[config.mk]
export PLATFORM = sky130hd
export DESIGN_NAME = tmr_voter_reg_flat
export DESIGN_NICKNAME = d
export VERILOG_FILES = /design/src/rtl/tmr_voter_reg_pkg.sv /design/src/rtl/tmr_voter_reg_if.sv /design/src/rtl/tmr_lane_monitor.sv /design/src/rtl/tmr_voter_reg.sv /design/src/flat_wrapper.sv
export SDC_FILE = /design/constraint.sdc
export NUM_CORES = 1
export LEC_CHECK = 0
export CAP_MARGIN = 20
export CORE_UTILIZATION = 37
export DETAILED_ROUTE_END_ITERATION = 10
export GPL_TIMING_DRIVEN = 0
export SLEW_MARGIN = 0
export SYNTH_ARGS = -nofsm -noshare
export SYNTH_HDL_FRONTEND = slang
export SYNTH_HIERARCHICAL = 1
export SYNTH_SLANG_ARGS = --single-unit
export TNS_END_PERCENT = 30
[constraint.sdc]
create_clock -name clk -period 2 [get_ports clk]
set_input_delay 0.2 -clock clk [delete_from_list [all_inputs] [get_ports clk]]
set_output_delay 0.2 -clock clk [all_outputs]
set_load 0.05 [all_outputs]
[src/rtl/tmr_voter_reg_pkg.sv]
// Shared types and defaults for the triple-modular-redundancy voter.
// The run counter is sized for the largest legal fault threshold (255).
package tmr_pkg;
    localparam int NUM_LANES        = 3;
    localparam int DEF_WIDTH        = 4;
    localparam int DEF_CNT_W        = 8;
    localparam int DEF_FAULT_THRESH = 3;
    localparam int RUN_W            = 8;

    typedef enum logic [1:0] {
        LANE_OK,
        LANE_SUSPECT,
        LANE_FAULTY
    } lane_state_e;
endpackage

[src/rtl/tmr_voter_reg_if.sv]
// Vote request/response bundle between a lane source and the voter.
interface tmr_voter_reg_if #(
    parameter int WIDTH = tmr_pkg::DEF_WIDTH,
    parameter int CNT_W = tmr_pkg::DEF_CNT_W
);
    logic             in_valid;
    logic [WIDTH-1:0] data_1;
    logic [WIDTH-1:0] data_2;
    logic [WIDTH-1:0] data_3;
    logic             clr_err;
    logic             out_valid;
    logic [WIDTH-1:0] tmr_out;
    logic [2:0]       lane_err;
    logic             multi_err;
    logic [CNT_W-1:0] err_cnt_1;
    logic [CNT_W-1:0] err_cnt_2;
    logic [CNT_W-1:0] err_cnt_3;
    logic [2:0]       lane_faulty;

    modport master (
        output in_valid, data_1, data_2, data_3, clr_err,
        input  out_valid, tmr_out, lane_err, multi_err,
               err_cnt_1, err_cnt_2, err_cnt_3, lane_faulty
    );
    modport slave (
        input  in_valid, data_1, data_2, data_3, clr_err,
        output out_valid, tmr_out, lane_err, multi_err,
               err_cnt_1, err_cnt_2, err_cnt_3, lane_faulty
    );
endinterface

[src/rtl/tmr_lane_monitor.sv]
// Per-lane health tracker: saturating error total, consecutive-error run
// counter and OK/SUSPECT/FAULTY state machine. Fault state is sticky.
module tmr_lane_monitor
    import tmr_pkg::*;
#(
    parameter int CNT_W        = DEF_CNT_W,
    parameter int FAULT_THRESH = DEF_FAULT_THRESH
) (
    input  logic             clk,
    input  logic             rst_n,
    input  logic             vote,
    input  logic             err,
    input  logic             clr,
    output logic [CNT_W-1:0] err_cnt,
    output logic             faulty
);
    localparam logic [RUN_W-1:0] THRESH = RUN_W'(FAULT_THRESH);

    lane_state_e      state_q, state_d;
    logic [RUN_W-1:0] run_q, run_d;
    logic [CNT_W-1:0] cnt_q, cnt_d;

    always_ff @(posedge clk or negedge rst_n) begin
        if (!rst_n) begin
            state_q <= LANE_OK;
            run_q   <= '0;
            cnt_q   <= '0;
        end else begin
            state_q <= state_d;
            run_q   <= run_d;
            cnt_q   <= cnt_d;
        end
    end

    always_comb begin
        state_d = state_q;
        run_d   = run_q;
        cnt_d   = cnt_q;
        // Clear wins over a same-cycle error, which is simply dropped.
        if (clr) begin
            state_d = LANE_OK;
            run_d   = '0;
            cnt_d   = '0;
        end else if (vote) begin
            if (err && cnt_q != '1) cnt_d = cnt_q + 1'b1;
            case (state_q)
                LANE_OK: begin
                    if (err) begin
                        run_d   = RUN_W'(1);
                        state_d = (THRESH == RUN_W'(1)) ? LANE_FAULTY : LANE_SUSPECT;
                    end
                end
                LANE_SUSPECT: begin
                    if (err) begin
                        run_d = run_q + 1'b1;
                        if (run_q + 1'b1 == THRESH) state_d = LANE_FAULTY;
                    end else begin
                        run_d   = '0;
                        state_d = LANE_OK;
                    end
                end
                default: ;
            endcase
        end
    end

    assign err_cnt = cnt_q;
    assign faulty  = (state_q == LANE_FAULTY);
endmodule

[src/rtl/tmr_voter_reg.sv]
// Registered bitwise 2-of-3 majority voter with per-lane error reporting.
// Fault status is report-only; the vote is always plain majority.
module tmr_voter_reg
    import tmr_pkg::*;
#(
    parameter int WIDTH        = DEF_WIDTH,
    parameter int CNT_W        = DEF_CNT_W,
    parameter int FAULT_THRESH = DEF_FAULT_THRESH
) (
    input logic             clk,
    input logic             rst_n,
    tmr_voter_reg_if.slave  bus
);
    logic [NUM_LANES-1:0][WIDTH-1:0] data;
    logic [WIDTH-1:0]                maj;
    logic [NUM_LANES-1:0]            lane_err_d;
    logic                            multi_d;

    logic [WIDTH-1:0]                tmr_q;
    logic [NUM_LANES-1:0]            lane_err_q;
    logic                            multi_q;
    logic                            vld_pipe;

    logic [NUM_LANES-1:0][CNT_W-1:0] cnt;
    logic [NUM_LANES-1:0]            faulty;

    assign data    = {bus.data_3, bus.data_2, bus.data_1};
    assign maj     = (data[0] & data[1]) | (data[0] & data[2]) | (data[1] & data[2]);
    assign multi_d = (lane_err_d[0] & lane_err_d[1]) | (lane_err_d[0] & lane_err_d[2]) |
                     (lane_err_d[1] & lane_err_d[2]);

    genvar i;
    generate
        for (i = 0; i < NUM_LANES; i++) begin : g_lane
            assign lane_err_d[i] = |(data[i] ^ maj);

            tmr_lane_monitor #(
                .CNT_W       (CNT_W),
                .FAULT_THRESH(FAULT_THRESH)
            ) u_mon (
                .clk    (clk),
                .rst_n  (rst_n),
                .vote   (bus.in_valid),
                .err    (lane_err_d[i]),
                .clr    (bus.clr_err),
                .err_cnt(cnt[i]),
                .faulty (faulty[i])
            );
        end
    endgenerate

    always_ff @(posedge clk or negedge rst_n) begin
        if (!rst_n) begin
            vld_pipe   <= 1'b0;
            tmr_q      <= '0;
            lane_err_q <= '0;
            multi_q    <= 1'b0;
        end else begin
            vld_pipe <= bus.in_valid;
            if (bus.in_valid) begin
                tmr_q      <= maj;
                lane_err_q <= lane_err_d;
                multi_q    <= multi_d;
            end
        end
    end

    assign bus.out_valid   = vld_pipe;
    assign bus.tmr_out     = tmr_q;
    assign bus.lane_err    = lane_err_q;
    assign bus.multi_err   = multi_q;
    assign bus.err_cnt_1   = cnt[0];
    assign bus.err_cnt_2   = cnt[1];
    assign bus.err_cnt_3   = cnt[2];
    assign bus.lane_faulty = faulty;
endmodule

[src/flat_wrapper.sv]
// flat-port wrapper written by rule: the top's interface ports become plain ports
module tmr_voter_reg_flat import tmr_pkg::*;
#(
    parameter int WIDTH        = DEF_WIDTH,
    parameter int CNT_W        = DEF_CNT_W,
    parameter int FAULT_THRESH = DEF_FAULT_THRESH
)
  (clk, rst_n, bus_in_valid, bus_data_1, bus_data_2, bus_data_3, bus_clr_err, bus_out_valid, bus_tmr_out, bus_lane_err, bus_multi_err, bus_err_cnt_1, bus_err_cnt_2, bus_err_cnt_3, bus_lane_faulty);
  tmr_voter_reg_if #(.WIDTH(WIDTH), .CNT_W(CNT_W)) bus_i ();
  input logic clk;
  input logic rst_n;
  input wire logic [$bits(bus_i.in_valid)-1:0] bus_in_valid;
  input wire logic [$bits(bus_i.data_1)-1:0] bus_data_1;
  input wire logic [$bits(bus_i.data_2)-1:0] bus_data_2;
  input wire logic [$bits(bus_i.data_3)-1:0] bus_data_3;
  input wire logic [$bits(bus_i.clr_err)-1:0] bus_clr_err;
  output wire logic [$bits(bus_i.out_valid)-1:0] bus_out_valid;
  output wire logic [$bits(bus_i.tmr_out)-1:0] bus_tmr_out;
  output wire logic [$bits(bus_i.lane_err)-1:0] bus_lane_err;
  output wire logic [$bits(bus_i.multi_err)-1:0] bus_multi_err;
  output wire logic [$bits(bus_i.err_cnt_1)-1:0] bus_err_cnt_1;
  output wire logic [$bits(bus_i.err_cnt_2)-1:0] bus_err_cnt_2;
  output wire logic [$bits(bus_i.err_cnt_3)-1:0] bus_err_cnt_3;
  output wire logic [$bits(bus_i.lane_faulty)-1:0] bus_lane_faulty;
  assign bus_i.in_valid = bus_in_valid;
  assign bus_i.data_1 = bus_data_1;
  assign bus_i.data_2 = bus_data_2;
  assign bus_i.data_3 = bus_data_3;
  assign bus_i.clr_err = bus_clr_err;
  assign bus_out_valid = bus_i.out_valid;
  assign bus_tmr_out = bus_i.tmr_out;
  assign bus_lane_err = bus_i.lane_err;
  assign bus_multi_err = bus_i.multi_err;
  assign bus_err_cnt_1 = bus_i.err_cnt_1;
  assign bus_err_cnt_2 = bus_i.err_cnt_2;
  assign bus_err_cnt_3 = bus_i.err_cnt_3;
  assign bus_lane_faulty = bus_i.lane_faulty;
  tmr_voter_reg #(.WIDTH(WIDTH), .CNT_W(CNT_W), .FAULT_THRESH(FAULT_THRESH)) u_core (.clk(clk), .rst_n(rst_n), .bus(bus_i));
endmodule
* Yosys cells after proc, flatten, opt, wreduce, memory -nomap -nowiden
Cells that the tools add are included.
** Storage, ports and cells
- Bits in latches :: 0
- Register bits after elaboration :: 63
- Output and inout port bits :: 36
- Memory bits (writable) :: 0
- Memory bits (read-only) :: 0
- Input port bits :: 16
- Word-level logic and storage cells :: 117
- Memories :: 0
** Cells by class
- Divide/modulo/power cells :: 0
- Add/subtract/negate cells :: 6
- Reductions and logical operators :: 25
- Order comparisons :: 0
- Shifts and indexed selects :: 0
- Bitwise operators :: 13
- Equality and inequality tests :: 18
- Mux-type cells :: 42
- Multipliers :: 0
** Operator list (count)
- $mux 8 :: 21
- $add 8x1->8 const B :: 6
- $pmux 8 s2 :: 3
- $mux 2 :: 15
- $eq 8x2->1 const B :: 3
- $ne 8x8->1 const B :: 3
- $and 4x4->4 :: 3
- $ne 4x4->1 const B :: 3
- $pmux 2 s2 :: 3
- $reduce_and 4->1 :: 3
- $reduce_or 4->1 :: 3
- $xor 4x4->4 :: 3
- $ne 3x3->1 const B :: 3
- $reduce_and 3->1 :: 3
- $reduce_bool 3->1 :: 3
- $or 4x4->4 :: 2
- $reduce_bool 2->1 :: 4
- $eq 2x1->1 const B :: 3
- $eq 2x2->1 const B :: 3
- $logic_not 2->1 :: 3
- $reduce_and 2->1 :: 3
- $and 1x1->1 :: 3
- $logic_and 1x1->1 :: 3
- $or 1x1->1 :: 2

* Logic depth before layout (Yosys ltp)
Gate-level depths: netlist (run 1).
- Word-level depth :: 9
- Depth in mapped cells :: 10
- Mapped depth without buffers :: 9

* Cells and area by module
The synthesis (run 1) kept the hierarchy.
** By module, submodules not included
- tmr_lane_monitor :: area an instance 1088.5 µm², times used 3, seq. area each 450.4 µm², cells an instance 120
- tmr_voter_reg :: area an instance 595.6 µm², times used 1, seq. area each 225.2 µm², cells an instance 66

* Worst setup path after synthesis (run 1)
Ideal clock, no wire load.
- Path kind :: input -> register
- From :: in bus_data_3[3]
- To :: reg u_core.g_lane[1].u_mon.state_q[0]
- Library setup time :: 126 ps
- Setup slack :: -337 ps
- Required time :: 1874 ps
- Stages on the path :: 8
- Data arrival time :: 2211 ps
- Buffers on the path :: 0
- Cell sequence :: a21o_1 > a221o_1 > nor4_4 > inv_1 > or2_2 > a31oi_1 > a211oi_1 > a221o_1
** On the way
- Longest elaborated chain between the ends :: 9
- Elaborated cells on any way between the ends :: 13
- Classes of those cells :: 2 x eq/ne; 4 x mux; 5 x bitwise; 2 x reduce/logical
** RTL lines
- start, declared :: RTL line flat_wrapper.sv:15 : input wire logic [$bits(bus_i.data_3)-1:0] bus_data_3;
- $and 4x4->4 :: RTL line tmr_voter_reg.sv:28 : assign maj = (data[0] & data[1]) | (data[0] & data[2]) | (data[1] & data[2]);
- $or 4x4->4 :: RTL line tmr_voter_reg.sv:28
- $or 4x4->4 * :: RTL line tmr_voter_reg.sv:28
- $xor 4x4->4 * :: RTL line tmr_voter_reg.sv:35 : assign lane_err_d[i] = |(data[i] ^ maj);
- $reduce_or 4->1 * :: RTL line tmr_voter_reg.sv:35
- net u_core.lane_err_d[1] :: RTL line tmr_voter_reg.sv:16 : logic [NUM_LANES-1:0] lane_err_d;
- $mux 2 :: RTL line tmr_lane_monitor.sv:54 : if (err) begin
- $pmux 2 s2 :: RTL line tmr_lane_monitor.sv:46 : case (state_q)
- $mux 2 :: RTL line tmr_lane_monitor.sv:44 : end else if (vote) begin
- $mux 2 :: RTL line tmr_lane_monitor.sv:40 : if (clr) begin
- end signal, assigned :: RTL line tmr_lane_monitor.sv:29 : state_q <= state_d;
- end, declared :: RTL line tmr_lane_monitor.sv:19 : lane_state_e state_q, state_d;
The timed path passes the listed nets; every way through them passes the cells marked *. The select of a mux whose other input is x is not followed.
A chain may end at the register's enable or synchronous reset.

* Final worst setup path (run 1)
- From :: reg u_core.g_lane[0].u_mon.state_q[1]
- To :: out bus_lane_faulty[0]
** On the way
- Longest elaborated chain between the ends :: 1
** RTL lines
- start, declared :: RTL line tmr_lane_monitor.sv:19
- start signal, assigned :: RTL line tmr_lane_monitor.sv:29
- $eq 2x2->1 :: RTL line tmr_lane_monitor.sv:68 : assign faulty = (state_q == LANE_FAULTY);
- end, declared :: RTL line flat_wrapper.sv:24 : output wire logic [$bits(bus_i.lane_faulty)-1:0] bus_lane_faulty;
No other way between the ends.

==> impl_metrics.env, run 1 <==
export IMPL_path_buf_inv=2
export IMPL_grt_max_degree=64
export IMPL_period_share_pct=96.0
export IMPL_die_w_um=104
export IMPL_critPathTopFamily="buffers and inverters"
export IMPL_cts_buffer_depth=2
export IMPL_pre_cts_slack_ps=-1060
export IMPL_status="finished, violations left"
export IMPL_peakVddDrop_uv=330
export IMPL_yosysTopAreaCell="dfrtp_1"
export IMPL_antenna_found_initial=0
export IMPL_grt_ovfl_total=0
export IMPL_synth_top_area_share_pct=40.8
export IMPL_dr_pass1_iters=4
export IMPL_fin_cells=635
export IMPL_cts_num_sinks=63
export IMPL_ant_nets=0
export IMPL_viasPerCell=5.39
export IMPL_row_count=36
export IMPL_clock_skew_ps=7.50
export IMPL_place_congestion=0.819
export IMPL_synth_main_ff_cell="dfrtp_1"
export IMPL_dieArea_mm2=0.0108
export IMPL_placed_cells=610
export IMPL_crit_type="reg -> out"
export IMPL_layout_nets=525
export IMPL_ys_ff_latch=63
export IMPL_routed_wirelength_um=8960
export IMPL_drc=0
export IMPL_hp_class="in -> async"
export IMPL_crit_chain="inv_1 > nor2_1 > clkdlybuf4s50_1"
export IMPL_yosys_warnings=6
export IMPL_period_needed_ps=1920
export IMPL_avgRoutedWirePerCell_um=14.1
export IMPL_startpoint_type="register"
export IMPL_critPathRequiredTime_ps=1800
export IMPL_leakagePower_nw=1.98
export IMPL_synth_edf_count=0
export IMPL_syn_inst=426
export IMPL_vias=3423
export IMPL_power_per_cell_area_mw_per_mm2=602
export IMPL_crit_path_end_kind="primary output"
export IMPL_synth_area_leaders="dfrtp_1, o21ai_0, nor2_1, xnor2_1, ha_1"
export IMPL_ctsHoldBuffers=0
export IMPL_ys_types=51
export IMPL_slew_headroom_pct=45.1
export IMPL_drt_initial_drc_count=141
export IMPL_r2r_setup_slack_ps=90
export IMPL_worst_path_largest_cell_delay_ps=810
export IMPL_cp_arrival_ps=1720
export IMPL_core_area_mm2=0.00995
export IMPL_yosysMostFrequentCell="dfrtp_1"
export IMPL_area_delta_synth_final_pct=27.8
export IMPL_syn_nets=451
export IMPL_cts_tree="built"
export IMPL_grt_pass1_wl_um=15600
export IMPL_tightest_slew_ps=823
export IMPL_whs_ps=-35.5
export IMPL_ys_top_cells_by_count="dfrtp_1, nor2_1, o21ai_0"
export IMPL_async_flop_share_pct=100
export IMPL_netlist_area_mm2=0.00386
export IMPL_violations="hold timing"
export IMPL_clkLatencyLatePin_ps=330
export IMPL_fmax_ghz=0.521
export IMPL_start_util_pct=38.8
export IMPL_setup_slack_ps=80.5
export IMPL_placed_cell_area_mm2=0.00456
export IMPL_diodes=0
export IMPL_hold_viol_final=59
export IMPL_synth_avg_cell_area_um2=9.06
export IMPL_dpl_hpwl_um=6060
export IMPL_ios=52
export IMPL_slowest_stage="clkdlybuf4s50_1"
export IMPL_grt_pass1_vias=3284
export IMPL_cap_violations=0
export IMPL_fin_area_mm2=0.00493
export IMPL_grt_use_total_pct=17.4
export IMPL_root_buffer="clkbuf_8"
export IMPL_io_buffer_count=51
export IMPL_die_y_um=104
export IMPL_slew_viol_final=0
export IMPL_clk_pin_slew_ps=70
export IMPL_drive_gt1_share_pct=18.3
export IMPL_cts_made_buffers=9
export IMPL_setup_viol=0
export IMPL_critPathMaxFanout=6
export IMPL_ys_seq_area_share_pct=40.8
export IMPL_htree_levels=3
-- power by group --
part	internal, mW	switching, mW	leakage, nW	total (mW)
clock	0.460	0.472	0.0809	0.932
sequential	1.34	0.0733	0.845	1.41
combinational	0.251	0.380	1.06	0.632
-- kinds of logic (layout without fill, tap and decap cells) --
family,Yosys count,in the layout,share of synthesized area [%]
xor+xnor,18,18,4.08
fa+ha+maj,9,9,2.92
compound gates,117,117,20.0
simple gates,166,166,23.4
buf+inv,44,120,6.42
mux,9,9,2.33
flops,63,63,40.8
-- stage by stage --
step	TNS, ps	utilization [%]	power (mW)
floorplan	-5.86	-	1.78
global placement	-120650	45.8	1.99
detailed placement	-28130	45.8	2.00
CTS	0	48.1	2.98
global route	-28.9	49.6	3.14
finish	0	49.6	2.97
-- path summary, 6_finish.rpt --
kind,startpoint,end,cells past startpoint
hold reg to reg,u_core/bus.tmr_out[2],u_core/bus.tmr_out[2],1
setup reg to reg,u_core/g_lane[0].u_mon/run_q[1],u_core/g_lane[0].u_mon/state_q[0],6
setup / recovery,u_core/g_lane[0].u_mon/state_q[1],bus_lane_faulty[0],3
min in group clk,bus_data_3[0],u_core/bus.tmr_out[0],3
max in group asynchronous,rst_n,u_core/g_lane[2].u_mon/err_cnt[7],1
hold / removal,rst_n,u_core/g_lane[1].u_mon/err_cnt[3],1
-- cells in the final DEF, fill, tap and decap left out, types with 5 or more instances in the layout --
master,netlist,final
a41oi_1,6,6
nand2b_1,7,7
a21oi_1,17,17
o31ai_1,9,7
nand2_1,27,27
or3_1,6,6
a31oi_1,9,6
nor3_1,14,13
clkbuf_1,7,5
nand4_1,10,10
inv_1,22,20
o21ai_0,43,42
buf_4,0,13
nand3_1,18,17
buf_2,3,8
clkbuf_8,3,14
mux2i_1,9,9
nor2_1,47,46
xnor2_1,15,15
dfrtp_1,63,63
ha_1,9,6
clkdlybuf4s50_1,0,37
buf_6,6,7
-- flip-flops by register name, indices dropped and copies added (netlist names) --
register and flops:
u_core/bus.multi_err 1, u_core/g_lane.u_mon/state_q 6, u_core/bus.out_valid 1, u_core/bus.tmr_out 4
u_core/g_lane.u_mon/err_cnt 24, u_core/bus.lane_err 3, u_core/g_lane.u_mon/run_q 24
-- area by class of cell --
type / instances / area (µm²)
Clock buffer: 11 / 141
Sequential cell: 63 / 1580
Multi-Input combinational cell: 319 / 2190
Inverter: 22 / 82.6
Clock inverter: 2 / 10.0
Fill cell: 927 / 5020
Buffer: 22 / 186
Timing Repair Buffer: 63 / 578
Tap cell: 133 / 166
-- layer usage --
layer  up-vias  wire length (µm)  global-route usage (%)  share of wire [%]
met4         0                79                    4.90               0.88
li1       1701                 -                       -                  -
met1      1651              4560                    24.7                 51
met5         -                 0                       0                  0
met2        64              4000                    26.8                 45
met3         7               324                    3.32                3.6
-- what timing repair did --
action / 4_1_cts / 5_1_grt
buffers inserted: 6 / 6
gates resized for setup: 43 / 22
cloned: 0 / 0
pin swaps: 6 / 4
endpoints found under the setup margin: 35 / 26
Note: power is estimated with default switching activity, not from simulation.
==> inputs of run 2 (changes only) <==
--- a/config.mk
+++ b/config.mk
@@ -6,6 +6,7 @@
 export NUM_CORES = 1
 export LEC_CHECK = 0
 export CAP_MARGIN = 20
+export CORE_MARGIN = 10
 export CORE_UTILIZATION = 37
 export DETAILED_ROUTE_END_ITERATION = 10
 export GPL_TIMING_DRIVEN = 0
==> run 2 against run 1 <==
  * The flow now finishes without violations
  * Sequential share of layout area is 0.48 points lower
  * Non-clock buffer count is 2 higher
  * Maximum frequency is 0.82% lower
  * Combinational power is 1% higher
  * Count of clock-buffer cells in the layout is 1 lower
  * Cell area is 1.9% higher
  * Final cell count is 1.3% higher
  * Register-to-register slack worse by 30 ps
  * Power is 12% higher
  * Clock power is 37% higher
  * Worst setup slack worse by 16 ps
  * Critical endpoint is now u_core/g_lane[0].u_mon/state_q[0]
  * Largest power group unchanged
  * Highest routed layer unchanged
==> impl_metrics.env, run 2 (synthesized netlist as in run 1, its figures left out) <==
export IMPL_status="finished clean"
export IMPL_hp_class="in -> reg"
export IMPL_slowest_stage="dfrtp_2"
export IMPL_start_util_pct=37.7
export IMPL_r2r_end="u_core/g_lane[0].u_mon/state_q[0]"
export IMPL_cts_made_buffers=9
export IMPL_drive_gt1_share_pct=19.9
export IMPL_tightest_slew_ps=810
export IMPL_crit_path_end_kind="register"
export IMPL_cts_num_sinks=63
export IMPL_critPathCapture="u_core/g_lane[0].u_mon/state_q[0]"
export IMPL_clock_skew_ps=13.0
export IMPL_critPathRequiredTime_ps=2220
export IMPL_r2r_start="u_core/g_lane[0].u_mon/run_q[1]"
export IMPL_fin_util_pct=49.1
export IMPL_cts_buffer_depth=2
export IMPL_leakagePower_nw=2.03
export IMPL_avgRoutedWirePerCell_um=15.0
export IMPL_htree_levels=3
export IMPL_row_count=37
export IMPL_period_needed_ps=1940
export IMPL_use_met2_pct=21.1
export IMPL_grt_pass1_vias=3311
export IMPL_area_delta_synth_final_pct=30.1
export IMPL_gr_usage_met1_pct=16.4
export IMPL_root_buffer="clkbuf_8"
export IMPL_startpoint_type="register"
export IMPL_slew_viol_final=0
export IMPL_drc=0
export IMPL_fmax_ghz=0.517
export IMPL_globalRouteMet3Util_pct=3.56
export IMPL_vias=3478
export IMPL_period_share_pct=96.8
export IMPL_crit_chain="ha_4 > and3_4 > nand4_1 > o31ai_2 > o2111ai_2 > a221o_1"
export IMPL_reg2reg_depth=6
export IMPL_peakVddDrop_uv=377
export IMPL_hold_viol_final=0
export IMPL_place_congestion=0.864
export IMPL_grt_use_total_pct=13.1
export IMPL_die_w_um=122
export IMPL_final_setup_tns_ps=0
export IMPL_startpoint="u_core/g_lane[0].u_mon/run_q[1]"
export IMPL_clkLatencyLatePin_ps=350
export IMPL_power_per_cell_area_mw_per_mm2=663
export IMPL_drt_initial_drc_count=278
export IMPL_ant_nets=0
export IMPL_cts_tree="built"
export IMPL_dpl_hpwl_um=6550
export IMPL_core_area_mm2=0.0102
export IMPL_routed_wirelength_um=9640
export IMPL_rsz0062_at_grt="yes"
export IMPL_layout_cells_most_common="dfrtp_1"
export IMPL_dr_pass1_iters=4
export IMPL_io_buffer_count=51
export IMPL_dieArea_mm2=0.0149
export IMPL_hp_start="bus_data_3[0]"
export IMPL_layout_nets=527
export IMPL_ios=52
export IMPL_viasPerCell=5.41
export IMPL_grt_ovfl_total=0
export IMPL_critPathMaxFanout=6
export IMPL_placed_cells=613
export IMPL_busiest_layer="met2"
export IMPL_r2r_setup_slack_ps=60
export IMPL_die_y_um=122
export IMPL_slew_headroom_pct=46.0
export IMPL_final_cell_mix="dfrtp_1, nor2_1, o21ai_0"
export IMPL_antenna_found_initial=0
export IMPL_whs_ps=186
export IMPL_cp_arrival_ps=2160
export IMPL_crit_type="reg -> reg"
export IMPL_fin_cells=643
export IMPL_total_power_mw=3.33
export IMPL_worst_path_largest_cell_delay_ps=420
export IMPL_grt_max_degree=64
export IMPL_grt_pass1_wl_um=16200
export IMPL_setup_viol=0
export IMPL_clk_pin_slew_ps=70
export IMPL_cap_violations=0
export IMPL_diodes=0
## run 2: what timing repair did
item,CTS,global route
buffers inserted,11,1
hold endpoints to repair,63,0
hold buffers,1,0
gates resized for setup,46,22
gates cloned,1,0
setup endpoints to repair,37,17
pin swaps,7,3
## run 2: cell type report
type                       instances  area, µm²
multi-input combinational        319       2180
inverter                          22       82.6
sequential                        63       1580
timing repair buffer              65        598
clock inverter                     6       92.6
tap                              136        170
buffer                            22        183
clock buffer                      10        138
fill                             966       5210
## run 2: worst min path at each step
stage	end	slack, ps	cells after the start
floorplan	u_core/bus.lane_err[0]	-100	0
global placement	u_core/bus.tmr_out[2]	470	1
detailed placement	u_core/g_lane[1].u_mon/err_cnt[3]	360	1
CTS	u_core/bus.tmr_out[0]	160	3
global route	u_core/bus.tmr_out[0]	200	3
finish	u_core/bus.tmr_out[0]	190	3
## run 2: metrics by stage
step / area [µm²] / setup WS (ps)
global route: 5020 / -10.1
CTS: 4930 / 7.69
global placement: 4560 / -1460
finish: 5020 / 64.6
floorplan: 3880 / -5.86
detailed placement: 4560 / -948
## run 2: routing by layer
metal  vias to the layer above  routed length (µm)
met5                         -                   0
met4                         0                 134
met3                        10                 514
met2                        74                4690
met1                      1683                4310
li1                       1711                   -
## run 2: critical path: cells and delay by family, from the launching register on
kind	cells	cell delay (ps)
AO/OA/AOI/OAI	3	880
AND/OR/NAND/NOR	2	330
flip-flops	1	420
adder cells (fa/ha/maj)	1	180
## run 2: report_power, final
part	leakage [nW]	total (mW)	internal, mW	switching (mW)
clock	0.109	1.28	0.742	0.539
combinational	1.08	0.640	0.254	0.386
sequential	0.839	1.41	1.34	0.0735
